[config.mk]
export PLATFORM = sky130hd
export DESIGN_NAME = color_bbox_overlay_flat
export DESIGN_NICKNAME = d
export VERILOG_FILES = /design/src/rtl/color_bbox_pkg.sv /design/src/rtl/color_bbox_if.sv /design/src/rtl/color_bbox_overlay_bbox_accum.sv /design/src/rtl/color_bbox_overlay.sv /design/src/flat_wrapper.sv
export SDC_FILE = /design/constraint.sdc
export NUM_CORES = 1
export LEC_CHECK = 0
export ABC_AREA = 1
export BUFFER_PORTS_ARGS = -buffer_cell sky130_fd_sc_hd__buf_2
export CAP_MARGIN = 20
export CORE_MARGIN = 2
export CORE_UTILIZATION = 35
export DETAILED_ROUTE_END_ITERATION = 7
export REMOVE_ABC_BUFFERS = 1
export SLEW_MARGIN = 0
export SYNTH_ARGS = -nofsm -noshare
export SYNTH_HDL_FRONTEND = slang
export SYNTH_SLANG_ARGS = --single-unit
[constraint.sdc]
create_clock -name clk -period 1.6 [get_ports clk]
set_input_delay 0 -clock clk [delete_from_list [all_inputs] [get_ports clk]]
set_output_delay 0 -clock clk [all_outputs]
set_load 0.005 [all_outputs]
[src/rtl/color_bbox_pkg.sv]
// color_bbox_pkg: pixel pack layout, colour window, box types and state
// encoding shared by the color_bbox_overlay slice.
package color_bbox_pkg;

    localparam int H_ACT  = 1280;
    localparam int V_ACT  = 720;
    localparam int XW     = $clog2(H_ACT);
    localparam int YW     = $clog2(V_ACT);
    localparam int PACK_W = 50;

    localparam logic [7:0] R_LO = 8'd200;
    localparam logic [7:0] R_HI = 8'd255;
    localparam logic [7:0] G_LO = 8'd0;
    localparam logic [7:0] G_HI = 8'd60;
    localparam logic [7:0] B_LO = 8'd0;
    localparam logic [7:0] B_HI = 8'd60;

    localparam logic [23:0] BOX_COLOR = 24'h00FF00;

    // Pack layout, MSB first: clk href hsync vsync de r g b x y
    typedef struct packed {
        logic          clk;
        logic          href;
        logic          hsync;
        logic          vsync;
        logic          de;
        logic [7:0]    r;
        logic [7:0]    g;
        logic [7:0]    b;
        logic [XW-1:0] x;
        logic [YW-1:0] y;
    } pixel_t;

    typedef struct packed {
        logic [XW-1:0] x_min;
        logic [XW-1:0] x_max;
        logic [YW-1:0] y_min;
        logic [YW-1:0] y_max;
    } bbox_t;

    typedef enum logic {
        WAIT_SYNC,
        ACCUM
    } state_e;

    function automatic bbox_t bbox_init(int h, int v);
        bbox_t bx;
        bx.x_min = XW'(h - 1);
        bx.x_max = '0;
        bx.y_min = YW'(v - 1);
        bx.y_max = '0;
        return bx;
    endfunction

    localparam bbox_t BBOX_INIT = bbox_init(H_ACT, V_ACT);

    function automatic logic in_window(logic [7:0] v, logic [7:0] lo,
                                       logic [7:0] hi);
        return (v >= lo) && (v <= hi);
    endfunction

    function automatic pixel_t hdmi_unpack(logic [PACK_W-1:0] p);
        return pixel_t'(p);
    endfunction

    function automatic logic [PACK_W-1:0] hdmi_pack(pixel_t p);
        return p;
    endfunction

endpackage

[src/rtl/color_bbox_if.sv]
// color_bbox_if: pixel pack in/out plus latched box statistics.
// slave is the overlay block, master is whoever drives the pack.
interface color_bbox_if
    import color_bbox_pkg::*;
#(
    parameter int H_ACT = color_bbox_pkg::H_ACT,
    parameter int V_ACT = color_bbox_pkg::V_ACT
);
    localparam int HW = $clog2(H_ACT);
    localparam int VW = $clog2(V_ACT);
    localparam int CW = $clog2(H_ACT * V_ACT + 1);

    logic [PACK_W-1:0] i_pack;
    logic [PACK_W-1:0] o_pack;
    logic              o_valid;
    logic [HW-1:0]     o_x_min;
    logic [HW-1:0]     o_x_max;
    logic [VW-1:0]     o_y_min;
    logic [VW-1:0]     o_y_max;
    logic [CW-1:0]     o_count;
    logic              o_frame_done;

    modport master (
        output i_pack,
        input  o_pack, o_valid, o_x_min, o_x_max,
        input  o_y_min, o_y_max, o_count, o_frame_done
    );

    modport slave (
        input  i_pack,
        output o_pack, o_valid, o_x_min, o_x_max,
        output o_y_min, o_y_max, o_count, o_frame_done
    );

endinterface

[src/rtl/color_bbox_overlay_bbox_accum.sv]
// bbox_accum: per-frame hit test and box/count accumulation, latched on
// each vsync rise once the first full frame has started.
module bbox_accum
    import color_bbox_pkg::*;
#(
    parameter int H_ACT     = color_bbox_pkg::H_ACT,
    parameter int V_ACT     = color_bbox_pkg::V_ACT,
    parameter int MIN_COUNT = 16,
    parameter int CW        = $clog2(H_ACT * V_ACT + 1)
) (
    input  logic          clk,
    input  logic          rstn,
    input  logic          de,
    input  logic          vsync,
    input  logic [7:0]    r,
    input  logic [7:0]    g,
    input  logic [7:0]    b,
    input  logic [XW-1:0] x,
    input  logic [YW-1:0] y,
    output logic          valid,
    output bbox_t         box,
    output logic [CW-1:0] count,
    output logic          frame_done
);
    localparam bbox_t         INIT  = bbox_init(H_ACT, V_ACT);
    localparam logic [CW-1:0] MIN_C = CW'(MIN_COUNT);

    state_e        state;
    state_e        state_nx;
    logic          vs_q;
    logic          rise;
    logic          hit;
    logic          latch;
    bbox_t         acc;
    logic [CW-1:0] acc_cnt;

    assign rise = vsync & ~vs_q;
    assign hit  = de && in_window(r, R_LO, R_HI)
               && in_window(g, G_LO, G_HI)
               && in_window(b, B_LO, B_HI);

    always_comb begin
        state_nx = state;
        latch    = 1'b0;
        unique case (state)
            WAIT_SYNC: if (rise) state_nx = ACCUM;
            ACCUM:     latch = rise;
        endcase
    end

    always_ff @(posedge clk or negedge rstn) begin
        if (!rstn) begin
            state <= WAIT_SYNC;
            vs_q  <= 1'b0;
        end else begin
            state <= state_nx;
            vs_q  <= vsync;
        end
    end

    // A hit coinciding with the frame edge is dropped: reinit wins.
    always_ff @(posedge clk or negedge rstn) begin
        if (!rstn) begin
            acc     <= INIT;
            acc_cnt <= '0;
        end else if (rise || state == WAIT_SYNC) begin
            acc     <= INIT;
            acc_cnt <= '0;
        end else if (hit) begin
            if (x < acc.x_min) acc.x_min <= x;
            if (x > acc.x_max) acc.x_max <= x;
            if (y < acc.y_min) acc.y_min <= y;
            if (y > acc.y_max) acc.y_max <= y;
            acc_cnt <= acc_cnt + CW'(1);
        end
    end

    always_ff @(posedge clk or negedge rstn) begin
        if (!rstn) begin
            valid      <= 1'b0;
            box        <= '0;
            count      <= '0;
            frame_done <= 1'b0;
        end else begin
            frame_done <= latch;
            if (latch) begin
                valid <= (acc_cnt >= MIN_C);
                box   <= (acc_cnt >= MIN_C) ? acc : '0;
                count <= acc_cnt;
            end
        end
    end

endmodule

[src/rtl/color_bbox_overlay.sv]
// color_bbox_overlay: colour-window bounding box statistics with optional
// outline drawing of the previous frame's box (COLOR_BBOX_OVERLAY_EN).
module color_bbox_overlay
    import color_bbox_pkg::*;
#(
    parameter int H_ACT     = color_bbox_pkg::H_ACT,
    parameter int V_ACT     = color_bbox_pkg::V_ACT,
    parameter int MIN_COUNT = 16
) (
    input logic         clk,
    input logic         rstn,
    color_bbox_if.slave bus
);
    localparam int HW = $clog2(H_ACT);
    localparam int VW = $clog2(V_ACT);
    localparam int CW = $clog2(H_ACT * V_ACT + 1);

    pixel_t        px;
    pixel_t        px_nx;
    pixel_t        px_q;
    pixel_t        px_o;
    logic          valid;
    bbox_t         box;
    logic [CW-1:0] count;
    logic          frame_done;
    logic          border;

    assign px = hdmi_unpack(bus.i_pack);

    bbox_accum #(
        .H_ACT     (H_ACT),
        .V_ACT     (V_ACT),
        .MIN_COUNT (MIN_COUNT),
        .CW        (CW)
    ) u_accum (
        .clk        (clk),
        .rstn       (rstn),
        .de         (px.de),
        .vsync      (px.vsync),
        .r          (px.r),
        .g          (px.g),
        .b          (px.b),
        .x          (px.x),
        .y          (px.y),
        .valid      (valid),
        .box        (box),
        .count      (count),
        .frame_done (frame_done)
    );

`ifdef COLOR_BBOX_OVERLAY_EN
    logic on_col;
    logic on_row;

    always_comb begin
        on_col = (px.x == box.x_min || px.x == box.x_max)
              && px.y >= box.y_min && px.y <= box.y_max;
        on_row = (px.y == box.y_min || px.y == box.y_max)
              && px.x >= box.x_min && px.x <= box.x_max;
        border = px.de && valid && (on_col || on_row);
    end
`else
    assign border = 1'b0;
`endif

    always_comb begin
        px_nx = px;
        if (border) {px_nx.r, px_nx.g, px_nx.b} = BOX_COLOR;
    end

    always_ff @(posedge clk or negedge rstn) begin
        if (!rstn) px_q <= '0;
        else       px_q <= px_nx;
    end

    // The pack carries the live pixel clock, not a registered copy.
    always_comb begin
        px_o     = px_q;
        px_o.clk = clk;
    end

    assign bus.o_pack       = hdmi_pack(px_o);
    assign bus.o_valid      = valid;
    assign bus.o_x_min      = box.x_min[HW-1:0];
    assign bus.o_x_max      = box.x_max[HW-1:0];
    assign bus.o_y_min      = box.y_min[VW-1:0];
    assign bus.o_y_max      = box.y_max[VW-1:0];
    assign bus.o_count      = count;
    assign bus.o_frame_done = frame_done;

endmodule

[src/flat_wrapper.sv]
// flat-port wrapper written by rule: the top's interface ports become plain ports
module color_bbox_overlay_flat import color_bbox_pkg::*;
#(
    parameter int H_ACT     = color_bbox_pkg::H_ACT,
    parameter int V_ACT     = color_bbox_pkg::V_ACT,
    parameter int MIN_COUNT = 16
)
  (clk, rstn, bus_i_pack, bus_o_pack, bus_o_valid, bus_o_x_min, bus_o_x_max, bus_o_y_min, bus_o_y_max, bus_o_count, bus_o_frame_done);
  color_bbox_if #(.H_ACT(H_ACT), .V_ACT(V_ACT)) bus_i ();
  input logic clk;
  input logic rstn;
  input wire logic [$bits(bus_i.i_pack)-1:0] bus_i_pack;
  output wire logic [$bits(bus_i.o_pack)-1:0] bus_o_pack;
  output wire logic [$bits(bus_i.o_valid)-1:0] bus_o_valid;
  output wire logic [$bits(bus_i.o_x_min)-1:0] bus_o_x_min;
  output wire logic [$bits(bus_i.o_x_max)-1:0] bus_o_x_max;
  output wire logic [$bits(bus_i.o_y_min)-1:0] bus_o_y_min;
  output wire logic [$bits(bus_i.o_y_max)-1:0] bus_o_y_max;
  output wire logic [$bits(bus_i.o_count)-1:0] bus_o_count;
  output wire logic [$bits(bus_i.o_frame_done)-1:0] bus_o_frame_done;
  assign bus_i.i_pack = bus_i_pack;
  assign bus_o_pack = bus_i.o_pack;
  assign bus_o_valid = bus_i.o_valid;
  assign bus_o_x_min = bus_i.o_x_min;
  assign bus_o_x_max = bus_i.o_x_max;
  assign bus_o_y_min = bus_i.o_y_min;
  assign bus_o_y_max = bus_i.o_y_max;
  assign bus_o_count = bus_i.o_count;
  assign bus_o_frame_done = bus_i.o_frame_done;
  color_bbox_overlay #(.H_ACT(H_ACT), .V_ACT(V_ACT), .MIN_COUNT(MIN_COUNT)) u_core (.clk(clk), .rstn(rstn), .bus(bus_i));
endmodule
==> flow_summary.yaml, run 1 <==
timing:
  fmaxAchievable_ghz: 0.568
  maxSlewViolCount: 0
  hold_viol_final: 0
  rsz0062_at_grt: "true"
  setup_violations: 33
  tightestPinTransition_ns: 0.472
  fin_tns_setup_ns: -3.34
  fin_skew_ns: 0.0103
  post-route-worst-setup-slack_ns: -0.159
  relSlewSlack_pct: 68.5
  period_share_pct: 110
  fin_crit_ns: 1.76
power_and_ir_drop:
  total_power_mw: 12.6
  total_leakage_power_nw: 5.98
  irDropWorstVdd_mv: 0.700
  power_per_cell_area_nw_per_um2: 1030
cells_and_area:
  n_antenna_cell: 0
  nNetsFinal: 1303
  multi_input_area_um2: 4080
  drive_above_1_share_pct: 43.9
  seq_area_um2: 4430
  fin_cells: 1507
  area_growth_pct: 50.9
  num-fill-cells: 2028
  final_util_pct: 54.0
yosys:
  seq_area_frac_synth_pct: 54.4
  synth_cell_types: 36
  synth_common_cells: "nand2_1, dfrtp_1, nand3_1"
  ys.flop_type: "dfrtp_1"
  ys_ff_latch: 176
  ys_warn_count: 0
  yosysMostFrequentCell: "nand2_1"
  synth_edf_count: 0
  synth.avg_cell_area_um2: 9.14
  async_reset_ff_share_pct: 100
  synth_top_area_cell: "dfrtp_1"
  synth_cells: 889
  yosysTopAreaCellShare_pct: 49.3
  netlist_area_um2: 8130
  yosys-top-cells-area: "dfrtp_1, nand2_1, ha_1, nand3_1, o21ai_0"
drt:
  first_pass_iters: 4
  vias: 7405
  wl_per_cell_um: 15.9
  detail_route.drc_violations: 0
  drt_iter0_markers: 384
  vias_per_cell: 4.91
  antenna_left: 0
  wl_mm: 23.9
worst_hold_path:
  hp-class: "in2reg"
floorplan:
  die_x_um: 156
  start_util_pct: 35.8
  coreArea_um2: 22700
  die_h_um: 156
  io_pins: 166
  row_count: 55
  die-area_um2: 24500
setup_path:
  cp-end-kind: "register"
  worstSetupPathType: "reg2reg"
  worstPathArrival_ns: 2.24
  cp_max_fo: 7
  start_kind: "register"
  crit_required_ns: 2.08
global_routing:
  grt_pass1_vias: 7556
  grt.overflow.total: 0
  grt_usage_pct: 19.8
  grt_max_degree: 50
  antenna_found_initial: 0
  grt_pass1_wl_mm: 38.1
placed_design:
  place_inst: 1392
  io_buffers: 164
  gp_congestion: 0.857
  hpwl_mm: 15.1
  pre_cts_slack_ns: -0.236
outcome:
  violations: "setup timing"
  status: "finished with violations"
job:
  max_cap_viol_count: 0
cts:
  clkTransAtPathRegs_ns: 0.07
  clk-insertion-delay-late_ns: 0.54
  cts_tree: "built"
-- cells in the final DEF (no fill, tap or decap), types with 27 or more instances in the layout --
cell / count
nor2_1: 44
dfrtp_1: 158
nand3_1: 38
nand2_1: 165
o21ai_0: 84
inv_1: 55
buf_4: 95
buf_2: 163
dlygate4sd3_1: 51
nand3_2: 52
inv_2: 27
-- layout make-up --
cell class / instances / share of cell area [%]
well taps: 285 / 2.91
clock buffers: 22 / 4.15
repair buffers: 332 / 19.3
clock inverters: 14 / 1.66
inverters: 84 / 2.63
flip-flops and latches: 176 / 36.1
multi-input cells: 594 / 33.3
-- timing repair --
action	4_1_cts	5_1_grt
hold buffers	51	0
setup buffers	14	12
endpoints found under the setup margin	42	60
pin swaps	59	40
endpoints found under the hold margin	257	0
resized for setup	129	81
gates cloned	4	0
-- kinds of logic (layout without fill, tap and decap cells) --
group / count (synthesis) / count (layout) / synth area share [%]
AOI/OAI and AO/OA: 127 / 127 / 8.37
buffers and inverters: 122 / 452 / 6.39
xor gates and xnor gates: 3 / 3 / 0.323
adders and majority gates: 42 / 42 / 6.47
DFF: 176 / 176 / 54.4
muxes: 9 / 9 / 1.25
and+or+nand+nor: 410 / 413 / 22.8
-- worst max-delay path, stage by stage (launching register included) --
cell	delay, ns
dfstp_2	0.54
inv_2	0.05
ha_4	0.28
nand2_4	0.07
nor2_2	0.16
nand2_2	0.08
and2_4	0.15
nand3_4	0.09
buf_8	0.14
nand3_2	0.07
nand2_2	0.06
-- metrics by stage --
stage	hold slack [ns]	area, µm²
after global placement	-0.00638	9880
after detailed placement	-0.00540	9880
final	0.0997	12300
after global routing	0.0756	12300
after floorplan	-0.296	7920
after CTS	0.0779	11800
-- sequential cells by signal (all words and copies together), names as in the netlist --
register	flops
u_core.bus.o_pack	49
u_core.u_accum.acc	42
u_core.u_accum.box	42
u_core.u_accum.acc_cnt	20
u_core.u_accum.count	20
u_core.u_accum.frame_done	1
u_core.u_accum.state	1
u_core.u_accum.valid	1
-- power by group --
part | internal (mW) | switching, mW
registers | 4.82 | 0.155
clock network | 2.99 | 1.96
logic | 1.26 | 1.42
total | 9.07 | 3.54
-- path summary, 6_finish.rpt --
check                                                         from                              endpoint  slack, ns  cells past startpoint
worst max register to register  u_core.u_accum.acc[41]$_DFFE_PN1P_    u_core.u_accum.acc[32]$_DFFE_PN1P_      -0.16                     10
worst max-delay path            u_core.u_accum.acc[41]$_DFFE_PN1P_    u_core.u_accum.acc[32]$_DFFE_PN1P_      -0.16                     10
worst min-delay path                                bus_i_pack[39]       u_core.bus.o_pack[39]$_DFF_PN0_        0.1                      2
worst min register to register  u_core.u_accum.acc[11]$_DFFE_PN1P_    u_core.u_accum.acc[11]$_DFFE_PN1P_       0.47                      2
max in group asynchronous                                     rstn    u_core.u_accum.acc[33]$_DFFE_PN1P_       0.39                      4
min in group asynchronous                                     rstn  u_core.u_accum.count[19]$_DFFE_PN0P_       0.54                      3
-- metal layers --
layer	share of wire, %	up-vias	global-route usage (%)
met5	0	-	0
met4	1.4	0	6.12
met3	5.2	28	5.29
met2	50	187	33.3
met1	44	3612	24.9
li1	-	3578	-
Power figures use the tool's default switching activity.
==> inputs of run 2 (changes only) <==
--- a/config.mk
+++ b/config.mk
@@ -15,4 +15,5 @@
 export SLEW_MARGIN = 0
 export SYNTH_ARGS = -nofsm -noshare
 export SYNTH_HDL_FRONTEND = slang
+export SYNTH_HIERARCHICAL = 1
 export SYNTH_SLANG_ARGS = --single-unit
==> run 2 against run 1 <==
  * The flow still finishes with violations (setup timing)
  * Die area grew 2.3%
  * Hold slack got worse by 0.0011 ns
  * Worst setup slack got worse by 0.035 ns
  * Sequential power about the same
  * Total power decreased by 4.8%
  * Maximum frequency shrank 1.9%
  * Sequential cell count up 1
  * Global-route usage down 0.67 points
  * Final cell count increased by 3.5%
  * Clock skew fell by 0.0012 ns
  * Synthesized area grew 2.4%
  * Core utilization down 0.69 points
  * Critical endpoint is now u_core/u_accum/acc[39]$_DFFE_PN0P_
  * Largest cell class unchanged
  * Largest power group unchanged
  * Highest routed layer unchanged
==> flow_summary.yaml, run 2 <==
cells_and_area:
  layout.cells.most_common: "nand2_1"
  area_growth_pct: 50.0
  fin_cells: 1560
  nNetsFinal: 1322
  drive_above_1_share_pct: 43.6
  mostFrequentLayoutCells: "nand2_1, buf_2, dfrtp_1, buf_4, o21ai_0"
  largest_reg_flops: 49
  n_antenna_cell: 0
placed_design:
  io_buffers: 164
  gp_congestion: 0.879
  place_inst: 1436
  hpwl_mm: 15.3
global_routing:
  grt_pass1_wl_mm: 37.5
  grt.overflow.total: 0
  grt_max_degree: 45
  grt_pass1_vias: 7540
  antenna_found_initial: 0
  grt_usage_pct: 19.1
timing:
  period_share_pct: 112
  fmaxAchievable_ghz: 0.558
  rsz0062_at_grt: "true"
  hold_viol_final: 0
  fin_crit_ns: 1.79
  tightestPinTransition_ns: 0.417
  fin_skew_ns: 0.00914
  relSlewSlack_pct: 72.2
  setup_violations: 41
  post-route-worst-setup-slack_ns: -0.194
  maxSlewViolCount: 0
drt:
  vias_per_cell: 4.81
  antenna_left: 0
  detail_route.drc_violations: 0
  first_pass_iters: 6
  vias: 7502
  drt_iter0_markers: 355
  wl_per_cell_um: 15.5
  wl_mm: 24.2
floorplan:
  die-area_um2: 25000
  start_util_pct: 35.5
  coreArea_um2: 23400
  io_pins: 166
  row_count: 56
  die_h_um: 158
  die_x_um: 158
setup_path:
  cp-end-kind: "register"
  worstPathArrival_ns: 2.27
  start_kind: "register"
  worst_path_max_delay_cell: "dfstp_2"
  crit_chain: "inv_2 > ha_4 > nand2_4 > buf_6 > nor3_4 > nand3b_1 > nand3_4 > buf_6 > nand3_2 > nand2_1"
  ff2ff_path_depth: 10
  crit_top_cell: "buf_6"
  cp_max_fo: 7
  rrSetupSlack_ns: -0.19
  crit_required_ns: 2.08
  max_stage_delay_ns: 0.54
  reg2reg_from: "u_core/u_accum/acc[37]$_DFFE_PN1P_"
  worstSetupPathType: "reg2reg"
  r2r-end: "u_core/u_accum/acc[39]$_DFFE_PN0P_"
yosys:
  yosysMostFrequentCell: "nand2_1"
  synth_mux_area_share_pct: 1.22
  synthSimpleGateAreaFrac_pct: 23.1
  ys.flop_type: "dfrtp_1"
  yosys-top-cells-area: "dfrtp_1, nand2_1, ha_1, nand3_1, dfstp_2"
  synth.avg_cell_area_um2: 9.18
  async_reset_ff_share_pct: 100
  ys_warn_count: 6
  yosysTopAreaCellShare_pct: 48.4
  netlist_area_um2: 8320
  synth_xor_area_share_pct: 0.526
  seq_area_frac_synth_pct: 53.5
  synth_edf_count: 0
  synth_common_cells: "nand2_1, dfrtp_1, nand3_1"
  ys_ff_latch: 177
  synth_top_area_cell: "dfrtp_1"
  synth_cell_types: 37
  synth_top_family_by_area: "simple AND/OR/NAND/NOR gates"
  synth_compound_area_share_pct: 8.60
  synth_fa_ha_area_share_pct: 6.32
  synth_cells: 906
cts:
  cts_tree: "built"
  clkTransAtPathRegs_ns: 0.07
  clk-insertion-delay-late_ns: 0.55
power_and_ir_drop:
  total_power_mw: 12.0
  power_per_cell_area_nw_per_um2: 961
  total_leakage_power_nw: 6.10
  irDropWorstVdd_mv: 0.737
worst_hold_path:
  min_from: "bus_i_pack[47]"
  whs_path_depth: 2
  hold_end: "u_core/bus.o_pack[47]$_DFF_PN0_"
  hp-class: "in2reg"
job:
  max_cap_viol_count: 0
outcome:
  status: "finished with violations"
  violations: "setup timing"
-- run 2: cell types whose count changed after synthesis, moves of 3 or more --
cell / previous run / this run
inv_1: 80 / 86
nor2_1: 59 / 62
nor2_8: 0 / 3
nor2_4: 5 / 1
o21ai_0: 85 / 76
buf_6: 3 / 6
nand2_1: 195 / 202
o21ai_2: 0 / 10
-- run 2: worst max-delay path by stage --
stage / start / endpoint / cells past startpoint
after global routing: u_core/u_accum/acc[37]$_DFFE_PN1P_ / u_core/u_accum/acc[38]$_DFFE_PN1P_ / 10
after CTS: u_core/u_accum/acc[37]$_DFFE_PN1P_ / u_core/u_accum/acc[39]$_DFFE_PN0P_ / 12
after global placement: u_core/u_accum/acc[41]$_DFFE_PN1P_ / u_core/u_accum/acc[40]$_DFFE_PN0P_ / 10
after floorplan: u_core/u_accum/vs_q$_DFF_PN0_ / u_core/u_accum/acc[14]$_DFFE_PN0P_ / 8
final: u_core/u_accum/acc[37]$_DFFE_PN1P_ / u_core/u_accum/acc[39]$_DFFE_PN0P_ / 10
after detailed placement: u_core/u_accum/acc[41]$_DFFE_PN1P_ / u_core/u_accum/acc[39]$_DFFE_PN0P_ / 10
-- run 2: where the power goes --
part | internal [mW] | switching, mW
Combinational | 1.13 | 1.29
Sequential | 4.85 | 0.158
Clock | 2.58 | 1.99
Total | 8.56 | 3.44
-- run 2: critical path, delay by kind of cell (launching register included) --
kind,cells,cell delay [ns]
fa+ha+maj,1,0.27
flops,1,0.54
buf+inv,3,0.31
simple gates,6,0.60
-- run 2: metrics by stage --
stage | hold WS (ns) | instance area (µm²) | utilization, % | setup slack [ns] | setup TNS, ns
finish | 0.0986 | 12500 | 53.3 | -0.194 | -2.86
global route | 0.0932 | 12500 | 53.3 | -0.306 | -6.86
floorplan | -0.296 | 8100 | - | -0.570 | -17.62
detailed placement | -0.0151 | 10100 | 43.0 | -0.217 | -5.86
CTS | 0.0723 | 12000 | 51.1 | -0.105 | -1.49
global placement | -0.0159 | 10100 | 43.0 | -0.129 | -3.76
-- run 2: metal layers --
layer | global-route usage (%) | up-vias | part of all wire, %
li1 | - | 3629 | -
met5 | 0 | - | 0
met1 | 24.5 | 3684 | 45
met4 | 5.49 | 0 | 1.7
met2 | 33.1 | 154 | 50
met3 | 3.53 | 35 | 3.6
-- run 2: what timing repair did --
item | CTS | global route
setup endpoints to repair | 42 | 83
cloned | 1 | 4
gates resized for setup | 106 | 88
setup buffers | 24 | 10
hold endpoints to repair | 268 | 0
hold buffers | 51 | 0
pin swaps | 53 | 43
-- run 2: kinds of logic after synthesis --
logic type,count (synthesis)
AO/OA/AOI/OAI,127
XOR/XNOR,5
adder cells (fa/ha/maj),42
buffers and inverters,126
flip-flops,177
multiplexers,9
AND/OR/NAND/NOR,420
-- run 2: cell type report --
cell class	instances	area, µm²
sequential	177	4450
clock buffer	22	519
multi-input combinational	604	4160
clock inverter	14	150
inverter	89	342
timing repair buffer	335	2460
tap	319	399
fill	2170	10900
